## src/rtl/ram_ctrl_pkg.sv

```systemverilog
// ram_ctrl_pkg: shared types and defaults for the RAM burst sequencer.
//   state_t        controller states (IDLE, WRITE, READ, DRAIN)
//   OP_READ/WRITE  encoding of cmd_op
//   DEF_ADDR_W     default RAM address width (depth = 2**DEF_ADDR_W)
//   DEF_DATA_W     default RAM word width
package ram_ctrl_pkg;

  localparam int DEF_ADDR_W = 8;
  localparam int DEF_DATA_W = 64;

  localparam logic OP_READ  = 1'b0;
  localparam logic OP_WRITE = 1'b1;

  typedef enum logic [1:0] {
    IDLE,
    WRITE,
    READ,
    DRAIN
  } state_t;

endpackage

```

## src/rtl/ram_ctrl_if.sv

```systemverilog
// ram_ctrl_if: bundles the command, write-stream, read-stream and RAM-side
// signals of ram_ctrl.
//   slave  modport: the controller itself (ram_ctrl)
//   master modport: the environment (command source, stream endpoints, RAM)
// Signals: cmd_valid/ready/op/addr/len, wr_valid/ready/data,
//          rd_valid/ready/data, done, ram_cen/wen/addr/din, ram_dout.
interface ram_ctrl_if #(
  parameter int ADDR_W = ram_ctrl_pkg::DEF_ADDR_W,
  parameter int DATA_W = ram_ctrl_pkg::DEF_DATA_W,
  parameter int LEN_W  = ADDR_W + 1
);

  logic              cmd_valid;
  logic              cmd_ready;
  logic              cmd_op;
  logic [ADDR_W-1:0] cmd_addr;
  logic [LEN_W-1:0]  cmd_len;

  logic              wr_valid;
  logic              wr_ready;
  logic [DATA_W-1:0] wr_data;

  logic              rd_valid;
  logic              rd_ready;
  logic [DATA_W-1:0] rd_data;

  logic              done;

  logic              ram_cen;
  logic              ram_wen;
  logic [ADDR_W-1:0] ram_addr;
  logic [DATA_W-1:0] ram_din;
  logic [DATA_W-1:0] ram_dout;

  modport slave (
    input  cmd_valid, cmd_op, cmd_addr, cmd_len,
    input  wr_valid, wr_data, rd_ready, ram_dout,
    output cmd_ready, wr_ready, rd_valid, rd_data, done,
    output ram_cen, ram_wen, ram_addr, ram_din
  );

  modport master (
    output cmd_valid, cmd_op, cmd_addr, cmd_len,
    output wr_valid, wr_data, rd_ready, ram_dout,
    input  cmd_ready, wr_ready, rd_valid, rd_data, done,
    input  ram_cen, ram_wen, ram_addr, ram_din
  );

endinterface

```

## src/rtl/ram_rd_fifo.sv

```systemverilog
// ram_rd_fifo: 2-entry read-data buffer between the RAM output and the
// read stream. The head word is presented from a register.
//   clk, reset_n  clock, asynchronous active-low reset (empties the FIFO)
//   push/push_data  write a word (caller guarantees space)
//   pop             remove the head word (caller guarantees count != 0)
//   head            current head word
//   count           occupancy 0..2
module ram_rd_fifo #(
  parameter int DATA_W = 64
) (
  input  logic              clk,
  input  logic              reset_n,
  input  logic              push,
  input  logic [DATA_W-1:0] push_data,
  input  logic              pop,
  output logic [DATA_W-1:0] head,
  output logic [1:0]        count
);

  logic [DATA_W-1:0] mem [2];
  logic              wr_ptr;
  logic              rd_ptr;

  // NOTE: sequential state uses non-blocking (<=) so every flop samples pre-edge values.
  always_ff @(posedge clk or negedge reset_n) begin
    if (!reset_n) begin
      // NOTE: storage is reset here (only two words) so rd_data reads 0 in reset.
      mem[0] <= '0;
      mem[1] <= '0;
      wr_ptr <= 1'b0;
      rd_ptr <= 1'b0;
      count  <= 2'd0;
    end else begin
      if (push) begin
        mem[wr_ptr] <= push_data;
        wr_ptr      <= ~wr_ptr;
      end
      if (pop) begin
        rd_ptr <= ~rd_ptr;
      end
      // Simultaneous push and pop leave the occupancy unchanged.
      count <= count + {1'b0, push} - {1'b0, pop};
    end
  end

  assign head = mem[rd_ptr];

endmodule

```

## src/rtl/ram_ctrl.sv

```systemverilog
// ram_ctrl: initiator-side burst sequencer for a single-port synchronous RAM.
//   clk      rising-edge clock
//   reset_n  asynchronous active-low reset; aborts any burst
//   bus      ram_ctrl_if.slave: command handshake, write stream in,
//            read stream out, done pulse, RAM control/data pins
// A write beat goes straight to the RAM in the cycle it is offered. Reads
// are issued ahead into a 2-entry FIFO; read data lands one cycle after
// issue (inflight) and appears on rd_data one cycle after that.
module ram_ctrl
  import ram_ctrl_pkg::*;
#(
  parameter int ADDR_W = DEF_ADDR_W,
  parameter int DATA_W = DEF_DATA_W,
  parameter int LEN_W  = ADDR_W + 1
) (
  input logic         clk,
  input logic         reset_n,
  ram_ctrl_if.slave   bus
);

  state_t            state, state_next;
  logic [ADDR_W-1:0] addr, addr_next;
  logic [LEN_W-1:0]  remaining, remaining_next;
  logic              inflight, inflight_next;
  logic              done_q, done_next;

  logic [1:0]        fifo_count;
  logic              rd_valid;
  logic              pop;
  logic [2:0]        load;

  assign rd_valid = (fifo_count != 2'd0);
  assign pop      = rd_valid && bus.rd_ready;

  // Words held or on their way after this edge. A pop this cycle frees its
  // slot in time, which is what sustains one word per cycle.
  assign load = {1'b0, fifo_count} - {2'b0, pop} + {2'b0, inflight};

  ram_rd_fifo #(
    .DATA_W (DATA_W)
  ) u_rd_fifo (
    .clk       (clk),
    .reset_n   (reset_n),
    .push      (inflight),
    .push_data (bus.ram_dout),
    .pop       (pop),
    .head      (bus.rd_data),
    .count     (fifo_count)
  );

  always_ff @(posedge clk or negedge reset_n) begin
    if (!reset_n) begin
      state     <= IDLE;
      addr      <= '0;
      remaining <= '0;
      inflight  <= 1'b0;
      done_q    <= 1'b0;
    end else begin
      state     <= state_next;
      addr      <= addr_next;
      remaining <= remaining_next;
      inflight  <= inflight_next;
      done_q    <= done_next;
    end
  end

  always_comb begin
    // NOTE: every output and next-state value gets a default first, so no latch is inferred.
    state_next     = state;
    addr_next      = addr;
    remaining_next = remaining;
    inflight_next  = 1'b0;
    done_next      = 1'b0;
    bus.cmd_ready  = 1'b0;
    bus.wr_ready   = 1'b0;
    bus.ram_cen    = 1'b0;
    bus.ram_wen    = 1'b0;
    bus.ram_addr   = '0;
    bus.ram_din    = '0;

    unique case (state)
      IDLE: begin
        // State already reads IDLE during reset; gate so cmd_ready is 0 then.
        bus.cmd_ready = reset_n;
        if (bus.cmd_valid && reset_n) begin
          addr_next      = bus.cmd_addr;
          remaining_next = bus.cmd_len;
          if (bus.cmd_len == '0) begin
            done_next = 1'b1;
          end else begin
            state_next = (bus.cmd_op == OP_WRITE) ? WRITE : READ;
          end
        end
      end

      WRITE: begin
        bus.wr_ready = 1'b1;
        if (bus.wr_valid) begin
          bus.ram_cen    = 1'b1;
          bus.ram_wen    = 1'b1;
          bus.ram_addr   = addr;
          bus.ram_din    = bus.wr_data;
          addr_next      = addr + ADDR_W'(1);
          remaining_next = remaining - LEN_W'(1);
          if (remaining == LEN_W'(1)) begin
            state_next = IDLE;
            done_next  = 1'b1;
          end
        end
      end

      READ: begin
        if (load < 3'd2) begin
          bus.ram_cen    = 1'b1;
          bus.ram_addr   = addr;
          inflight_next  = 1'b1;
          addr_next      = addr + ADDR_W'(1);
          remaining_next = remaining - LEN_W'(1);
          if (remaining == LEN_W'(1)) begin
            state_next = DRAIN;
          end
        end
      end

      DRAIN: begin
        // Nothing in flight and the FIFO empties at this edge.
        if (load == 3'd0) begin
          state_next = IDLE;
          done_next  = 1'b1;
        end
      end

      default: state_next = IDLE;
    endcase
  end

  assign bus.rd_valid = rd_valid;
  assign bus.done     = done_q;

endmodule

```

## src/flat_wrapper.sv

```systemverilog
// flat-port wrapper written by rule: the top's interface ports become plain ports
module ram_ctrl_flat import ram_ctrl_pkg::*;
#(
  parameter int ADDR_W = DEF_ADDR_W,
  parameter int DATA_W = DEF_DATA_W,
  parameter int LEN_W  = ADDR_W + 1
)
  (clk, reset_n, bus_cmd_valid, bus_cmd_op, bus_cmd_addr, bus_cmd_len, bus_wr_valid, bus_wr_data, bus_rd_ready, bus_ram_dout, bus_cmd_ready, bus_wr_ready, bus_rd_valid, bus_rd_data, bus_done, bus_ram_cen, bus_ram_wen, bus_ram_addr, bus_ram_din);
  ram_ctrl_if #(.ADDR_W(ADDR_W), .DATA_W(DATA_W), .LEN_W(LEN_W)) bus_i ();
  input logic clk;
  input logic reset_n;
  input wire logic [$bits(bus_i.cmd_valid)-1:0] bus_cmd_valid;
  input wire logic [$bits(bus_i.cmd_op)-1:0] bus_cmd_op;
  input wire logic [$bits(bus_i.cmd_addr)-1:0] bus_cmd_addr;
  input wire logic [$bits(bus_i.cmd_len)-1:0] bus_cmd_len;
  input wire logic [$bits(bus_i.wr_valid)-1:0] bus_wr_valid;
  input wire logic [$bits(bus_i.wr_data)-1:0] bus_wr_data;
  input wire logic [$bits(bus_i.rd_ready)-1:0] bus_rd_ready;
  input wire logic [$bits(bus_i.ram_dout)-1:0] bus_ram_dout;
  output wire logic [$bits(bus_i.cmd_ready)-1:0] bus_cmd_ready;
  output wire logic [$bits(bus_i.wr_ready)-1:0] bus_wr_ready;
  output wire logic [$bits(bus_i.rd_valid)-1:0] bus_rd_valid;
  output wire logic [$bits(bus_i.rd_data)-1:0] bus_rd_data;
  output wire logic [$bits(bus_i.done)-1:0] bus_done;
  output wire logic [$bits(bus_i.ram_cen)-1:0] bus_ram_cen;
  output wire logic [$bits(bus_i.ram_wen)-1:0] bus_ram_wen;
  output wire logic [$bits(bus_i.ram_addr)-1:0] bus_ram_addr;
  output wire logic [$bits(bus_i.ram_din)-1:0] bus_ram_din;
  assign bus_i.cmd_valid = bus_cmd_valid;
  assign bus_i.cmd_op = bus_cmd_op;
  assign bus_i.cmd_addr = bus_cmd_addr;
  assign bus_i.cmd_len = bus_cmd_len;
  assign bus_i.wr_valid = bus_wr_valid;
  assign bus_i.wr_data = bus_wr_data;
  assign bus_i.rd_ready = bus_rd_ready;
  assign bus_i.ram_dout = bus_ram_dout;
  assign bus_cmd_ready = bus_i.cmd_ready;
  assign bus_wr_ready = bus_i.wr_ready;
  assign bus_rd_valid = bus_i.rd_valid;
  assign bus_rd_data = bus_i.rd_data;
  assign bus_done = bus_i.done;
  assign bus_ram_cen = bus_i.ram_cen;
  assign bus_ram_wen = bus_i.ram_wen;
  assign bus_ram_addr = bus_i.ram_addr;
  assign bus_ram_din = bus_i.ram_din;
  ram_ctrl #(.ADDR_W(ADDR_W), .DATA_W(DATA_W), .LEN_W(LEN_W)) u_core (.clk(clk), .reset_n(reset_n), .bus(bus_i));
endmodule
```

## config.mk

```make
export PLATFORM = sky130hd
export DESIGN_NAME = ram_ctrl_flat
export DESIGN_NICKNAME = d
export VERILOG_FILES = /design/src/rtl/ram_ctrl_pkg.sv /design/src/rtl/ram_ctrl_if.sv /design/src/rtl/ram_rd_fifo.sv /design/src/rtl/ram_ctrl.sv /design/src/flat_wrapper.sv
export SDC_FILE = /design/constraint.sdc
export NUM_CORES = 1
export LEC_CHECK = 0
export ABC_AREA = 1
export CAP_MARGIN = 10
export CORE_ASPECT_RATIO = 0.7
export CORE_MARGIN = 4
export CORE_UTILIZATION = 48
export CTS_BUF_LIST = sky130_fd_sc_hd__clkbuf_4 sky130_fd_sc_hd__clkbuf_8 sky130_fd_sc_hd__clkbuf_16
export DETAILED_ROUTE_END_ITERATION = 8
export HOLD_SLACK_MARGIN = 0.05
export PLACE_DENSITY = 0.83
export RECOVER_POWER = 50
export SYNTH_ARGS = -nofsm -noshare
export SYNTH_HDL_FRONTEND = slang
export SYNTH_SLANG_ARGS = --single-unit
```

## constraint.sdc

```tcl
create_clock -name clk -period 4.65 [get_ports clk]
set_input_delay 0.93 -clock clk [delete_from_list [all_inputs] [get_ports clk]]
set_output_delay 0.93 -clock clk [all_outputs]
set_load 0.03 [all_outputs]
```

==> results_dict.tcl, run 1 <==
set metrics [dict create \
    tns_ps 0 \
    via_count 7695 \
    netlist.top_cell.by_area "dfrtp_1" \
    p_per_area_nw_per_um2 737 \
    ant_nets 0 \
    slowest_delay_ps 540 \
    final_util_pct 72.5 \
    track_usage_pct 25.6 \
    dieArea_um2 18500 \
    hold_class "in -> async" \
    fmax_mhz 234 \
    wl_mm 24.1 \
    timing.final.crit_share_pct 92.1 \
    gr-total-overflow 0 \
    synthDistinctLibCells 32 \
    multi_input_area_um2 3100 \
    numCtsBuffers 17 \
    htreeDepth 4 \
    drtIter0Drc 661 \
    routedWlPerCell_um 15.1 \
    core_um2 15700 \
    rows 38 \
    finalPower_mw 8.41 \
    synth_edf_count 0 \
    ff_latch_area_um2 3830 \
    antenna_found_initial 1 \
    synth_cells 1097 \
    io_pins 293 \
    synthesis.area_um2 7840 \
    ys.warnings.count 0 \
    fillCellCount 1208 \
    post-route-drc-count 0 \
    ys.flop_type "dfrtp_1" \
    die_w_um 161 \
    layout_commonest_cell "nand2_1" \
    post_cts_buffers 0 \
    grt_pass1_vias 7452 \
    slew_headroom_pct -86.5 \
    tritoncts "built" \
    start_util_pct 49.8 \
    cp.required_ps 3720 \
    dpl.hpwl_mm 17.4 \
    clock-skew-final_ps 8.33 \
    fin_crit_ps 4280 \
    path_clk_slew_ps 70 \
    dp_slack_ps 373 \
    cts.repair.resized 0 \
    p_leak_nw 5.93 \
    path_class "in -> out" \
    gp_congestion 0.894 \
    endpoint_kind "primary output" \
    slew_violations 239 \
    timing.hold.ws_ps 453 \
    async_flop_share_pct 100 \
    worstPathMaxFanout 9 \
    synth_top_area_share_pct 48.8 \
    rsz0062_at_grt "no" \
    syn_nets 1259 \
    final_cell_mix "nand2_1 (401), clkdlybuf4s50_1 (282), inv_1 (171)" \
    worst_path_max_delay_cell "fa_1" \
    grt_pass1_wl_mm 38.2 \
    violations "capacitance limit, slew limit" \
    setup_viol 0 \
    crit_top_cell "inv_1" \
    avgSynthCellArea_um2 7.15 \
    clock_sink_count 153 \
    vdd_drop_max_mv 0.409 \
    ys_seq_area_share_pct 48.8 \
    clock_latency_ps 410 \
    cts_buffer_depth 2 \
    vias_per_cell 4.83 \
    first_pass_iters 6 \
    worstMarginPinSlew_ps 2800 \
    io_buffers 292 \
    cts-hold-fix-buffers 0 \
    fin_nets 1522 \
    synthTopCellsByArea "dfrtp_1 (49%), nand2_1 (19%), inv_1 (8.2%)" \
    area_growth_pct 45.5 \
    synth-seq-cells 153 \
    grt_max_degree 95 \
    drive_gt1_share_pct 4.73 \
    hold_viol 0 \
    worst_slack_ps 367 \
    root_buffer "clkbuf_16" \
    worst_ep_arrival_time_ps 3350 \
    crit_chain "clkdlybuf4s50_1, nand2_1, inv_1, ha_1, inv_1, ha_1, fa_1, inv_1, nand3_1, nor2_1, o21ai_2, nor2_1, buf_4" \
    status "finished, violations left" \
    rr_worst_depth 4 \
    crit_path_start_kind "input pin" \
    die_h_um 115 \
    drv_cap 3 \
]
==> per-stage QoR <==
step / area (um2) / instances
global route: 11400 / 1594
global placement: 10800 / 1561
finish: 11400 / 1594
CTS: 11400 / 1593
floorplan: 7840 / 1097
detailed placement: 10800 / 1561
==> state kept, by name, indices dropped and copies added (netlist names) <==
| signal | cells |
|---|---|
| u_core.addr | 8 |
| u_core.bus.done | 1 |
| u_core.inflight | 1 |
| u_core.remaining | 9 |
| u_core.state | 2 |
| u_core.u_rd_fifo.count | 2 |
| u_core.u_rd_fifo.mem | 128 |
| u_core.u_rd_fifo.rd_ptr | 1 |
| u_core.u_rd_fifo.wr_ptr | 1 |
==> area by class of cell <==
type | instances | area share (%)
Sequential cell | 153 | 33.6
Multi-Input combinational cell | 714 | 27.2
Timing Repair Buffer | 299 | 25.9
Inverter | 175 | 5.78
Clock buffer | 19 | 3.92
Tap cell | 220 | 2.41
Clock inverter | 13 | 1.16
Antenna cell | 1 | 0.0219
==> cells in the mapped netlist (2+ instances only) <==
| library cell | instances |
|---|---|
| clkbuf_1 | 23 |
| or2_2 | 3 |
| nor2_1 | 98 |
| o21ai_1 | 31 |
| nand4_1 | 3 |
| inv_1 | 171 |
| or2_1 | 2 |
| ha_1 | 10 |
| a21oi_1 | 4 |
| nand2_1 | 402 |
| o21ai_0 | 123 |
| buf_1 | 11 |
| nand2_2 | 3 |
| inv_2 | 3 |
| dfrtp_1 | 153 |
| buf_6 | 2 |
| buf_4 | 2 |
| nand3_1 | 21 |
| xor2_1 | 2 |
| a21oi_2 | 2 |
| buf_2 | 17 |
==> power breakdown <==
| part | internal [mW] | total, mW | switching, mW |
|---|---|---|---|
| clock network | 0.774 | 1.35 | 0.580 |
| logic | 1.76 | 4.65 | 2.89 |
| registers | 2.03 | 2.41 | 0.382 |
==> path summary, 6_finish.rpt <==
path,to,from,slack (ps)
setup / recovery,bus_ram_addr[3],bus_rd_ready,370
max in group asynchronous,u_core.u_rd_fifo.mem[14],reset_n,870
min in group clk,u_core.addr[7],u_core.addr[7],480
setup reg to reg,u_core.u_rd_fifo.mem[22],u_core.inflight,900
hold reg to reg,u_core.addr[7],u_core.addr[7],480
hold / removal,u_core.u_rd_fifo.mem[69],reset_n,450
==> cell families (layout without fill, tap and decap cells) <==
group	after synthesis	in the layout	synth area share [%]
AND/OR/NAND/NOR	535	535	26.4
adder cells (fa/ha/maj)	11	11	1.85
flip-flops	153	153	48.8
other	0	1	0
XOR/XNOR	2	2	0.223
buffers and inverters	230	506	11.6
AO/OA/AOI/OAI	166	166	11.0
==> routing by layer <==
layer | global-route usage (%) | up-vias | wire length, um
li1 | - | 3827 | -
met1 | 35.0 | 3555 | 10600
met2 | 41.4 | 297 | 11200
met3 | 7.13 | 16 | 1970
met4 | 5.80 | 0 | 296
met5 | 0 | - | 0
==> critical path: cells and delay by family <==
family,cells,cell delay [ps]
simple gates,4,360
fa+ha+maj,3,1000
compound gates,1,340
buf+inv,5,720
Note: power is estimated with default switching activity, not from simulation.
==> run 2, diff against run 1 <==
Settings changed: GPL_TIMING_DRIVEN set to 0.
==> run 2 against run 1 <==
Compared with the run above: the flow still finishes with violations (capacitance limit, slew limit); critical endpoint is now bus_ram_addr[2]; power is 1.7% higher; routed wire length is 5.7% higher; utilization is 1.3 points higher; largest power group unchanged; clock-buffer cell count is 1 lower.
==> results_dict.tcl, run 2 (same netlist as run 1, synthesis figures left out) <==
set metrics [dict create \
    clock_latency_ps 420 \
    path_class "in -> out" \
    rsz0062_at_grt "no" \
    ant_nets 0 \
    antenna_found_initial 0 \
    hold_class "in -> async" \
    post_cts_buffers 0 \
    grt_pass1_vias 7777 \
    drive_gt1_share_pct 4.50 \
    tritoncts "built" \
    final_cell_mix "nand2_1 (402), clkdlybuf4s50_1 (282), inv_1 (172)" \
    use_met3_pct 8.42 \
    io_buffers 292 \
    top_regs "u_core.u_rd_fifo.mem x128, u_core.remaining x9, u_core.addr x8" \
    die_w_um 161 \
    htreeDepth 4 \
    clock_sink_count 153 \
    vias_per_cell 4.84 \
    p_per_area_nw_per_um2 736 \
    dieArea_um2 18500 \
    multi_input_area_um2 3110 \
    crit_buf_inv 5 \
    top_register "u_core.u_rd_fifo.mem" \
    rows 38 \
    io_pins 293 \
    worst_path_max_delay_cell "fa_1" \
    r2r-start "u_core.u_rd_fifo.count[1]" \
    crit_path_start_kind "input pin" \
    crit_end "bus_ram_addr[2]" \
    routedWlPerCell_um 15.5 \
    grtUsageMet1_pct 36.3 \
    gr-total-overflow 0 \
    instances_no_fill 1645 \
    grt_max_degree 103 \
    core_um2 15700 \
    slew_violations 103 \
    rr_worst_depth 14 \
    start_util_pct 49.8 \
    die_h_um 115 \
    setup_viol 0 \
    worstPathMaxFanout 9 \
    ff_latch_area_um2 3830 \
    cp.required_ps 3720 \
    vdd_drop_max_mv 0.368 \
    crit_top_cell "inv_1" \
    post-route-drc-count 0 \
    numCtsBuffers 17 \
    layout_commonest_cell "nand2_1" \
    slowest_delay_ps 490 \
    drv_cap 1 \
    cts_buffer_depth 2 \
    use_met2_pct 44.2 \
    timing.final.crit_share_pct 96.6 \
    top_usage_layer "met2" \
    drtIter0Drc 627 \
    r2r_end "u_core.addr[5]" \
    worst_ep_arrival_time_ps 3560 \
    root_buffer "clkbuf_16" \
    area_growth_pct 48.1 \
    path_clk_slew_ps 70 \
    fillCellCount 1237 \
    endpoint_kind "primary output" \
    crit_chain "clkdlybuf4s50_1, nand2_1, inv_1, ha_1, inv_1, ha_1, fa_1, inv_1, nand3_1, nor2_2, o21ai_4, nor2_1, dlygate4sd2_1" \
    fin_crit_ps 4490 \
    setup.worst_path.start "bus_rd_ready" \
    gp_congestion 0.902 \
    worstMarginPinSlew_ps 2470 \
    wl_mm 25.4 \
    track_usage_pct 27.1 \
    cpLargestDelayFamily "buffers and inverters" \
    violations "capacitance limit, slew limit" \
    first_pass_iters 5 \
    crit_cells 13 \
    dpl.hpwl_mm 19.5 \
    p_leak_nw 6.01 \
    status "finished, violations left" \
    via_count 7960 \
    r2r_slack_ps 1840 \
    dp_cells 1610 \
    final_util_pct 73.8 \
    slew_headroom_pct -64.4 \
    clock-skew-final_ps 11.6 \
    largest_reg_flops 128 \
    grt_pass1_wl_mm 40.1 \
    tns_ps 0 \
    hold_viol 0 \
    fin_nets 1571 \
    finalPower_mw 8.55 \
    fmax_mhz 223 \
]
run 2: layout make-up:
cell class | count | area share [%]
diodes | 3 | 0.0646
multi-input cells | 714 | 26.8
clock buffers | 18 | 3.78
plain buffers | 55 | 2.05
repair buffers | 293 | 25.1
clock inverters | 14 | 1.25
inverters | 175 | 5.68
flip-flops and latches | 153 | 33.0
well taps | 220 | 2.37
run 2: worst min-delay path by stage:
stage                                          end  cells past startpoint  slack (ps)           start
after floorplan                     u_core.addr[7]                      2         450  u_core.addr[7]
after global placement              u_core.addr[7]                      2         460  u_core.addr[7]
after detailed placement            u_core.addr[7]                      2         470  u_core.addr[7]
after CTS                  u_core.u_rd_fifo.mem[6]                      1         470         reset_n
after global routing       u_core.u_rd_fifo.mem[6]                      1         470         reset_n
final                     u_core.u_rd_fifo.mem[70]                      1         440         reset_n
run 2: routing by layer:
layer	vias up	part of all wire, %
met2	300	48
met4	0	1.0
met5	-	0
li1	3936	-
met3	21	8.2
met1	3703	43
run 2: worst reg2reg max path, stage by stage, from the launching register on:
cell     delay [ps]
dfrtp_1         400
or2_2           310
nand2_1         130
inv_1            60
ha_1            270
inv_1            40
ha_1            180
fa_1            490
inv_1            80
nand3_1         120
nand2_2         110
nand2_2          80
nor2_4          140
buf_4           210
o21ai_1          90
run 2: per-stage QoR:
step	instance area, um2	hold slack, ps	setup WS (ps)
2_1_floorplan	7840	449	895
3_3_place_gp	11000	463	-3890
3_5_place_dp	11100	470	-239
4_1_cts	11600	470	116
5_1_grt	11600	466	1.08
6_report	11600	440	156
run 2: timing repair:
item,in CTS,in global routing
setup endpoints to repair,9,6
hold buffers,0,0
pin swaps,0,0
gates resized for setup,11,9
run 2: where the power goes:
part | switching [mW] | total, mW | internal (mW)
combinational | 2.99 | 4.79 | 1.81
sequential | 0.385 | 2.41 | 2.02
clock | 0.618 | 1.35 | 0.734
total | 3.99 | 8.55 | 4.56
==> edit (settings of run 1) <==
Encoding of `state_t`: now one-hot (4 bits for 4 states).
--- a/src/rtl/ram_ctrl_pkg.sv
+++ b/src/rtl/ram_ctrl_pkg.sv
@@ -12,9 +12,9 @@
   localparam logic OP_WRITE = 1'b1;
 
-  typedef enum logic [1:0] {
-    IDLE,
-    WRITE,
-    READ,
-    DRAIN
+  typedef enum logic [3:0] {
+    IDLE  = 4'b0001,
+    WRITE = 4'b0010,
+    READ  = 4'b0100,
+    DRAIN = 4'b1000
   } state_t;
 
Function: same outputs for any inputs over 4 cycles, from zero or initial values and one cycle with reset_n low; so few cycles prove little.
==> edit against run 1 <==
The run still ends with capacitance limit, slew limit left; global-route usage is 0.48 points lower; area after synthesis is 1.1% higher; non-clock buffer count is 3 higher; clock skew is 0.0027 ns higher; setup slack worse by 0.0090 ns; wire length hardly changed; power is 6.8% lower; fmax is 0.21% lower; final area is 1.5% higher; worst hold slack worse by 0.022 ns; sequential cell count is 2 higher; largest cell class unchanged; highest routed layer unchanged.
==> edit: results (changes against run 1) <==
result of the run - finished with violations (unchanged)
violations in the final reports - capacitance limit, slew limit (unchanged)
wire length the detailed router placed on met1 - 10540 um (was 10590 um)
worst reg-to-reg setup slack - 0.52 ns (was 0.90 ns)
Global Route met3 Usage - 0.07892 (was 0.07130)
final number of max-transition violations - 200 (was 239)
number of violations of the max-capacitance limit - 3 (unchanged)
largest net degree at the start of global routing - 74 (was 95)
routed wire length on met3 - 1935 um (was 1971 um)
clock skew after layout - 0.01108 ns (was 0.008333 ns)
met2 GRT Util - 0.3997 (was 0.4140)
Place WS - -0.07352 ns (was 0.3733 ns)
Worst-Skew Late Latency - 0.43 ns (was 0.41 ns)
Max IR drop VDD - 0.3439 mV (was 0.4090 mV)
cell internal power dissipation - 0.004342 W (was 0.004557 W)
number of antenna repair diodes - 0 (was 1)
top cells by area, synth - dfrtp_1 49%, nand2_1 23%, o21ai_0 9.2% (was dfrtp_1 49%, nand2_1 19%, inv_1 8.2%)
placer congestion estimate - 0.9235 (was 0.8943)
number of nets in the final layout - 1532 (was 1522)
most instantiated cells after synthesis - 479 x nand2_1, 154 x dfrtp_1, 145 x o21ai_0 (was 402 x nand2_1, 171 x inv_1, 153 x dfrtp_1)
number of global-route vias before repair - 7515 (was 7452)
combinational gate power - 0.00411 W (was 0.00465 W)
clock share of power - 0.176 (was 0.161)
metal2 WL - 11050 um (was 11210 um)
DRT iter0 DRCs - 685 (was 661)
proportion of synthesized chip area in sequential cells - 0.4893 (was 0.4883)
leak pwr - 6.015 nW (was 5.930 nW)
destination of the worst register-to-register timing path - u_core.u_rd_fifo.mem[64]$_DFFE_PN0P_ (was u_core.u_rd_fifo.mem[22]$_DFFE_PN0P_)
CP peak stage delay - 0.47 ns (was 0.54 ns)
edit: cell count changes after synthesis, sizes merged, moves of 4 or more:
| cell | delta |
|---|---|
| a21oi | -4 |
| buf | -14 |
| clkbuf | +20 |
| ha | -5 |
| inv | -64 |
| nand2 | +77 |
| nand3 | +7 |
edit: through the flow:
step	TNS, ns	hold slack, ns	total power [W]	cells	instance area, um^2
after floorplan	0	0.4426	0.004883	1115	7930
after global placement	0	0.4651	0.006374	1581	10970
after detailed placement	-0.4436	0.4731	0.006482	1581	10970
after CTS	0	0.4354	0.007873	1613	11570
after global routing	0	0.4620	0.008400	1613	11570
final	0	0.4312	0.007843	1613	11570
edit: layout make-up:
| type | count | share of cell area |
|---|---|---|
| clock inverters | 13 | 0.01200 |
| clock buffers | 19 | 0.03914 |
| repair buffers | 302 | 0.2609 |
| well taps | 225 | 0.02432 |
| inverters | 111 | 0.03643 |
| flip-flops and latches | 155 | 0.3354 |
| multi-input cells | 788 | 0.2919 |
edit: how the worst max path moves through the flow:
| stage | startpoint | slack [ns] | to | depth (start not counted) |
|---|---|---|---|---|
| after floorplan | bus_rd_ready | 0.79 | bus_ram_addr[0] | 10 |
| after global placement | bus_rd_ready | 0.03 | bus_ram_cen | 12 |
| after detailed placement | bus_rd_ready | -0.07 | bus_ram_cen | 12 |
| after CTS | bus_rd_ready | 0.02 | bus_ram_addr[3] | 12 |
| after global routing | u_core.inflight$_DFF_PN0_ | 0.12 | u_core.u_rd_fifo.mem[64]$_DFFE_PN0P_ | 4 |
| final | bus_rd_ready | 0.36 | bus_ram_addr[3] | 12 |
edit: worst register-to-register path, stage by stage, from the launching register on:
cell     delay [ns]
dfrtp_1        0.38
inv_1          0.10
or2_0          2.51
buf_4          0.79
o21ai_0        0.19
